### config.mk
export PLATFORM = sky130hd
export DESIGN_NAME = ram_arbiter
export DESIGN_NICKNAME = d
export VERILOG_FILES = /design/src/rtl/ram_arbiter.sv
export SDC_FILE = /design/constraint.sdc
export NUM_CORES = 1
export LEC_CHECK = 0
export ABC_AREA = 1
export CAP_MARGIN = 10
export CORE_MARGIN = 1.5
export CORE_UTILIZATION = 25
export CTS_CLUSTER_DIAMETER = 40
export CTS_CLUSTER_SIZE = 25
export DETAILED_ROUTE_END_ITERATION = 7
export GPL_TIMING_DRIVEN = 1
export PLACE_DENSITY = 0.67
export SLEW_MARGIN = 20
export SYNTH_ARGS = -nofsm -noshare
export SYNTH_HDL_FRONTEND = slang
export SYNTH_SLANG_ARGS = --single-unit
### constraint.sdc
create_clock -name clk -period 3.35 [get_ports clk]
set_clock_uncertainty 0.1 [all_clocks]
set_input_delay 0.67 -clock clk [delete_from_list [all_inputs] [get_ports clk]]
set_output_delay 0.67 -clock clk [all_outputs]
set_load 0.02 [all_outputs]
### src/rtl/ram_arbiter.sv
// ram_arbiter: shares a single-port word RAM between the instruction-fetch
// port (read-only) and the data port (read/write). The data port wins on
// contention. A starvation counter forces fetch through after STARVE_LIMIT
// consecutive denied cycles. Responses are registered one cycle after grant.
module ram_arbiter #(
  parameter int unsigned STARVE_LIMIT = 4,
  parameter int unsigned CNT_W        = 4,
  parameter int unsigned ADDR_W       = 32
) (
  input  logic              clk,
  input  logic              reset,
  // fetch port
  input  logic              f_req,
  input  logic [ADDR_W-1:0] f_addr,
  output logic              f_gnt,
  output logic              f_rvalid,
  output logic [31:0]       f_rdata,
  // data port
  input  logic              d_req,
  input  logic              d_we,
  input  logic [ADDR_W-1:0] d_addr,
  input  logic [31:0]       d_wdata,
  output logic              d_gnt,
  output logic              d_rvalid,
  output logic [31:0]       d_rdata,
  // RAM side
  output logic              ram_we,
  output logic [ADDR_W-1:0] ram_addr,
  output logic [31:0]       ram_wdata,
  input  logic [31:0]       ram_rdata
);

  localparam logic [CNT_W-1:0] LIMIT = CNT_W'(STARVE_LIMIT);

  logic [CNT_W-1:0] starve_cnt;

  // Arbitration: data first unless fetch has waited LIMIT cycles; nothing
  // is granted while reset is held.
  always_comb begin
    f_gnt = 1'b0;
    d_gnt = 1'b0;
    if (!reset) begin
      if (d_req && (!f_req || (starve_cnt < LIMIT))) begin
        d_gnt = 1'b1;
      end else if (f_req) begin
        f_gnt = 1'b1;
      end
    end
  end

  // RAM drive: granted port's address (fetch address when idle).
  always_comb begin
    ram_addr  = d_gnt ? d_addr : f_addr;
    ram_wdata = d_wdata;
    ram_we    = d_gnt & d_we;
  end

  // Starvation counter: counts denied fetch cycles, saturating at LIMIT.
  always_ff @(posedge clk or posedge reset) begin
    if (reset) begin
      starve_cnt <= '0;
    end else if (f_req && !f_gnt) begin
      if (starve_cnt < LIMIT) begin
        starve_cnt <= starve_cnt + 1'b1;
      end
    end else begin
      starve_cnt <= '0;
    end
  end

  // Fetch response register: capture RAM data at the grant edge.
  always_ff @(posedge clk or posedge reset) begin
    if (reset) begin
      f_rvalid <= 1'b0;
      f_rdata  <= '0;
    end else begin
      f_rvalid <= f_gnt;
      if (f_gnt) begin
        f_rdata <= ram_rdata;
      end
    end
  end

  // Data response register: reads capture RAM data, writes echo wdata.
  always_ff @(posedge clk or posedge reset) begin
    if (reset) begin
      d_rvalid <= 1'b0;
      d_rdata  <= '0;
    end else begin
      d_rvalid <= d_gnt;
      if (d_gnt) begin
        d_rdata <= d_we ? d_wdata : ram_rdata;
      end
    end
  end

endmodule

After elaboration in Yosys (flattened, before gate mapping)
Index checks and enable logic that the tools add are counted.
Word-level totals
  register bits: 70
  latch bits: 0
  memory bits (writable): 0
  bits in read-only memories: 0
  bits of input ports: 133
  output and inout bits: 133
  logic and storage cells: 23
  memories kept: 0
Cells by class
  add/subtract/negate cells: 1
  $mul: 0
  div/mod/pow operators: 0
  magnitude comparators: 1
  eq/ne operators: 1
  shift operators: 0
  mux-type cells: 9
  bitwise logic cells: 1
  reductions and logical operators: 5
Operators by type and width (count)
  32-bit two-way mux: 2
  4-bit two-way mux: 2
  1-bit two-way mux: 5
  4-bit by 1-bit adder with 4-bit output (second input constant): 1
  4-bit by 3-bit < comparator with 1-bit output (second input constant): 1
  1-bit logical AND: 2
  1-bit zero test: 2
  2-bit by 1-bit != test with 1-bit output (second input constant): 1
  1-bit bitwise AND: 1
  1-bit logical OR: 1

Depth between registers and ports, before layout
Gate-level depths: netlist (run 1).
  depth after elaboration: 8
  depth in mapped cells: 6
  mapped depth without buffers: 5

Worst setup path after synthesis (run 1)
OpenSTA, ideal clock, no wires.
  path kind: input -> output
  from: input reset
  to: output ram_addr[21]
  arrival time: 2.382 ns
  required time: 2.580 ns
  setup slack: 0.198 ns
  cell stages on the path: 5
  buffers on the path: 2
  cells stage by stage: inv_2 -> nand3_2 -> buf_6 -> buf_6 -> o21ai_1
Between the ends
  word-level cells in the longest chain between the ends: 2
Ends and longest elaborated chain
  start: declaration: RTL line 11  | input logic reset,
  1-bit two-way mux: RTL line 42  | if (!reset) begin
  32-bit two-way mux: RTL line 53  | ram_addr = d_gnt ? d_addr : f_addr;
  end: declaration: RTL line 28  | output logic [ADDR_W-1:0] ram_addr,
Every way passes these cells.

Final worst setup path (run 1)
  from: input f_req
  to: output ram_addr[25]
Between the ends
  word-level cells in the longest chain between the ends: 6
Ends and longest elaborated chain
  start: declaration: RTL line 13  | input logic f_req,
  1-bit zero test: RTL line 43  | if (d_req && (!f_req || (starve_cnt < LIMIT))) begin
  1-bit logical OR: RTL line 43
  1-bit logical AND: RTL line 43
  1-bit two-way mux: RTL line 43
  1-bit two-way mux: RTL line 42
  32-bit two-way mux: RTL line 53
Every way passes these cells.

==> results.py, run 1 <==
metrics = {
    "cts": {
        "cts_max_level": 3,
        "cts_sinks": 70,
        "clk_latency_ns": 0.33,
        "cts_tree": "built",
        "cts_root_buf": "clkbuf_16",
        "cts_max_path_buffers": 2,
        "numCtsBuffers": 9,
        "clk_pin_slew_ns": 0.05,
    },
    "yosys": {
        "synth-edff-count": 0,
        "synth.top_cells.by_count": "nand2_1, dfrtp_1, o21ai_1, inv_1, o21ai_0",
        "ys_top_cells_by_area": "dfrtp_1, nand2_1, o21ai_1, buf_4, or2_2",
        "yosysTopAreaCell": "dfrtp_1",
        "synthArstFlopShare": 1.00,
        "syn_inst": 476,
        "avgSynthCellArea_um2": 7.84,
        "syn-num-nets": 610,
        "synth_warnings": 0,
        "ys_types": 21,
        "synth_flop_cell": "dfrtp_1",
        "seq_area_frac_synth": 0.469,
        "synthMostInstantiatedCell": "nand2_1",
        "netlist_area_um2": 3730,
        "synth_top_area_frac": 0.469,
        "ys_ff_latch": 70,
    },
    "sta": {
        "setup_viol": 0,
        "period_needed_ns": 3.25,
        "slew_headroom": 0.378,
        "final.setup.tns_ns": 0,
        "drv_slew": 0,
        "final.period_utilization": 0.971,
        "max_freq_mhz": 308,
        "timing.final.hold_violations": 0,
        "worst_slew_pin_slew_ns": 0.934,
        "rsz0062_at_grt": "no",
        "whs_ns": 0.368,
    },
    "floorplanning": {
        "die_area_um2": 15700,
        "die_y_um": 125,
        "core-area_um2": 14500,
        "io_pins": 266,
        "die_x_um": 125,
        "rows": 44,
        "start_util": 0.257,
    },
    "grt": {
        "grt_max_degree": 73,
        "grt_use_total": 0.180,
        "grt_pass1_vias": 3885,
        "grt_pass1_wl_mm": 22.1,
        "grt_remaining_overflow": 0,
        "antenna_found_initial": 0,
    },
    "worst_setup_path": {
        "crit_arrival_ns": 2.48,
        "path_class": "in -> out",
        "reg2reg_slack_ns": 1.76,
        "cp-start-kind": "input port",
        "cp_data_required_time_ns": 2.58,
        "cp_max_fo": 50,
        "worst_setup_path_end_kind": "output pin",
    },
    "route": {
        "via_per_inst": 4.41,
        "top_layer_used": "met4",
        "wire_per_inst_um": 16.0,
        "dr_wl_met3_um": 881,
        "drt_iter0_markers": 145,
        "postRouteAntennaNets": 0,
        "first_pass_iters": 4,
        "wl_mm": 14.2,
        "detailroute.wirelength.met2_mm": 6.71,
        "remaining_drc_errors": 0,
        "via_count": 3933,
        "drt-met1-wl_mm": 6.24,
    },
    "place": {
        "hpwlAfterDp_mm": 10.5,
        "gp_congestion": 0.790,
        "io_buffer_count": 265,
    },
    "pwr": {
        "powerDensity_nw_per_um2": 459,
        "fin_total_pwr_mw": 3.05,
        "peakVddDrop_mv": 0.204,
        "leakagePower_nw": 3.03,
    },
    "run_status": {
        "status": "complete, no violations",
    },
    "hold_path": {
        "hold_path_class": "reg -> reg",
    },
    "layout": {
        "synthToLayoutAreaGrowth_pct": 77.8,
        "drive_above_1_share": 0.0918,
        "final_net_count": 837,
        "diodes": 0,
    },
    "job": {
        "cap_viol_max_count": 0,
    },
}
## per-stage QoR
stage | utilization | setup WS (ns) | std cells | cell area (um2)
detailed placement | 0.436 | 0.0908 | 876 | 6340
floorplan | - | 0.198 | 476 | 3730
global route | 0.457 | 0.00144 | 892 | 6640
global placement | 0.436 | 0.0928 | 876 | 6340
finish | 0.457 | 0.0980 | 892 | 6640
CTS | 0.457 | 0.0750 | 892 | 6640
## placed cells by master, fill, tap and decap left out, types with 3 or more instances in the layout
master           count
inv_1               38
o21ai_1             64
buf_4               10
nand3_1             32
nor2_1               4
clkdlybuf4s50_1    264
nand2_1            131
clkinv_2             3
or2_2               32
clkbuf_16            9
dfrtp_1             70
o21ai_0             34
## path summary, 6_finish.rpt
kind	startpoint	end	cells after the start
worst max-delay path	f_req	ram_addr[25]	7
max in group asynchronous	reset	f_rdata[7]	3
worst min-delay path	f_rdata[23]	f_rdata[23]	2
worst min register to register	f_rdata[23]	f_rdata[23]	2
min in group asynchronous	reset	starve_cnt[0]	3
worst max register to register	starve_cnt[2]	d_rdata[9]	6
## power breakdown
group	total, mW	internal [mW]	switching (mW)
registers	1.04	0.971	0.0661
logic	1.05	0.528	0.518
clock network	0.966	0.613	0.353
total	3.05	2.11	0.937
## sequential cells by signal (all words and copies together) (netlist names)
register / count
d_rdata: 32
f_rdata: 32
starve_cnt: 4
d_rvalid: 1
f_rvalid: 1
## layer usage
layer  up-vias  GRT usage
met2       161      0.295
met5         -          0
met4         0     0.0795
met1      1798      0.230
li1       1949          -
met3        25     0.0342
## layout make-up
class                           instances  area (um2)
Fill cell                            1455        7890
Timing Repair Buffer                  277        2770
Sequential cell                        70        1750
Multi-Input combinational cell        306        1440
Clock buffer                           12         256
Tap cell                              184         230
Inverter                               39         146
Clock inverter                          4        45.0
## kinds of logic after synthesis
logic type                 count (synthesis)  share of synthesized area
AOI/OAI and AO/OA                        101                      0.139
DFF                                       70                      0.469
buffers and inverters                    100                      0.147
and+or+nand+nor                          204                      0.241
adders and majority gates                  1                    0.00335
## worst max-delay path, cell delays in order
cell and delay (ns):
clkdlybuf4s50_1 0.53, o21ai_4 0.10, nand3_4 0.11, buf_12 0.22, nand2_1 0.08, o21ai_1 0.09, clkdlybuf4s50_1 0.64
## timing repair
| action | CTS | global route |
|---|---|---|
| setup endpoints to repair | 0 | 1 |
| gates resized for setup | 0 | 1 |
| hold buffers | 0 | 0 |
| setup buffers | 0 | 0 |
Power figures use the tool's default switching activity.
==> run 2, diff against run 1 <==
RECOVER_POWER = 100   (was not set)
==> results.py, run 2 (synthesis gave the netlist of run 1 again) <==
metrics = {
    "grt": {
        "grt_remaining_overflow": 0,
        "grt_pass1_vias": 3885,
        "grt_pass1_wl_mm": 22.1,
        "grt_max_degree": 73,
        "grt_use_total": 0.180,
        "antenna_found_initial": 1,
    },
    "route": {
        "postRouteAntennaNets": 0,
        "drt_iter0_markers": 141,
        "wire_per_inst_um": 15.9,
        "via_count": 3954,
        "wl_mm": 14.2,
        "remaining_drc_errors": 0,
        "via_per_inst": 4.43,
        "first_pass_iters": 4,
    },
    "worst_setup_path": {
        "path_class": "in -> out",
        "crit_arrival_ns": 2.46,
        "worst_setup_path_end_kind": "output pin",
        "max_stage_delay_ns": 0.68,
        "path_buf_inv": 3,
        "cp-start-kind": "input port",
        "critPathTopFamily": "buffers and inverters",
        "cp_data_required_time_ns": 2.58,
        "path_cells": "clkdlybuf4s50_1 > o21ai_2 > nand3_4 > buf_12 > nand2_1 > o21ai_1 > dlygate4sd3_1",
        "cp_max_fo": 50,
        "cp_slowest_cell": "dlygate4sd3_1",
    },
    "pwr": {
        "peakVddDrop_mv": 0.206,
        "leakagePower_nw": 3.11,
        "powerDensity_nw_per_um2": 450,
    },
    "place": {
        "hpwlAfterDp_mm": 10.5,
        "post-place-ws_ns": 0.0908,
        "gp_congestion": 0.790,
        "place_inst": 876,
        "io_buffer_count": 265,
    },
    "sta": {
        "max_freq_mhz": 310,
        "timing.final.hold_violations": 0,
        "finalWorstSetupSlack_ns": 0.122,
        "final.setup.tns_ns": 0,
        "worst_slew_pin_slew_ns": 1.85,
        "slew_headroom": -0.235,
        "setup_viol": 0,
        "rsz0062_at_grt": "no",
        "drv_slew": 106,
        "final.period_utilization": 0.964,
        "period_needed_ns": 3.23,
    },
    "layout": {
        "reg_top3": "d_rdata: 32 flops, f_rdata: 32 flops, starve_cnt: 4 flops",
        "synthToLayoutAreaGrowth_pct": 77.0,
        "final_cell_mix": "clkdlybuf4s50_1, nand2_1, dlygate4sd3_1",
        "drive_above_1_share": 0.0847,
        "final_net_count": 837,
        "final_common_cell": "clkdlybuf4s50_1",
        "final_cell_count_no_fill": 893,
    },
    "job": {
        "cap_viol_max_count": 2,
    },
    "floorplanning": {
        "core-area_um2": 14500,
        "io_pins": 266,
        "die_area_um2": 15700,
        "die_x_um": 125,
        "start_util": 0.257,
        "rows": 44,
        "die_y_um": 125,
    },
    "cts": {
        "clk_latency_ns": 0.33,
        "cts_sinks": 70,
        "cts_hold_buf": 0,
        "cts_tree": "built",
        "cts_root_buf": "clkbuf_16",
        "cts_max_path_buffers": 2,
        "cts_max_level": 3,
        "numCtsBuffers": 9,
        "clk_pin_slew_ns": 0.05,
    },
    "run_status": {
        "failed_checks": "capacitance limit, slew limit",
        "status": "complete, but fails checks",
    },
    "hold_path": {
        "hold_path_class": "reg -> reg",
    },
}
## run 2: area by class of cell
type                    instances  area, um2
diodes                          1       2.50
clock buffers                  12        256
inverters                      39        146
well taps                     184        230
flip-flops and latches         70       1750
fillers                      1458       7930
repair buffers                277       2750
multi-input cells             306       1430
clock inverters                 4       45.0
## run 2: final timing paths
kind	startpoint	end	slack [ns]	depth (start not counted)
setup / recovery	f_req	ram_addr[26]	0.12	7
hold / removal	f_rdata[13]	f_rdata[13]	0.36	2
setup reg to reg	starve_cnt[2]	starve_cnt[2]	1.47	6
hold reg to reg	f_rdata[13]	f_rdata[13]	0.36	2
max in group asynchronous	reset	f_rdata[7]	0.70	3
min in group asynchronous	reset	starve_cnt[0]	1.36	3
## run 2: tightest hold or removal path, stage by stage (launching register included)
cell and delay [ns]:
dfrtp_1 0.34, nand2_1 0.05, nand2_1 0.04
## run 2: metal layers
layer,GRT usage,vias up,part of all wire
met3,0.0342,25,0.061
li1,-,1958,-
met4,0.0795,0,0.029
met5,0,-,0
met1,0.230,1813,0.44
met2,0.295,158,0.47
## run 2: metrics by stage
step,total power [mW],util,hold WS [ns],instance area [um2]
final,2.97,0.455,0.360,6610
after global placement,2.10,0.436,0.354,6340
after CTS,3.09,0.457,0.371,6640
after global routing,3.13,0.455,0.387,6610
after detailed placement,2.11,0.436,0.357,6340
after floorplan,1.52,-,0.357,3730
## run 2: power by group
group	internal, mW	switching, mW
logic	0.462	0.511
clock network	0.613	0.355
registers	0.970	0.0600
total	2.05	0.926
## run 2: repair_timing
item	4_1_cts	5_1_grt
setup endpoints to repair	0	1
buffers inserted	0	0
endpoints found under the hold margin	0	0
gates resized for setup	0	1
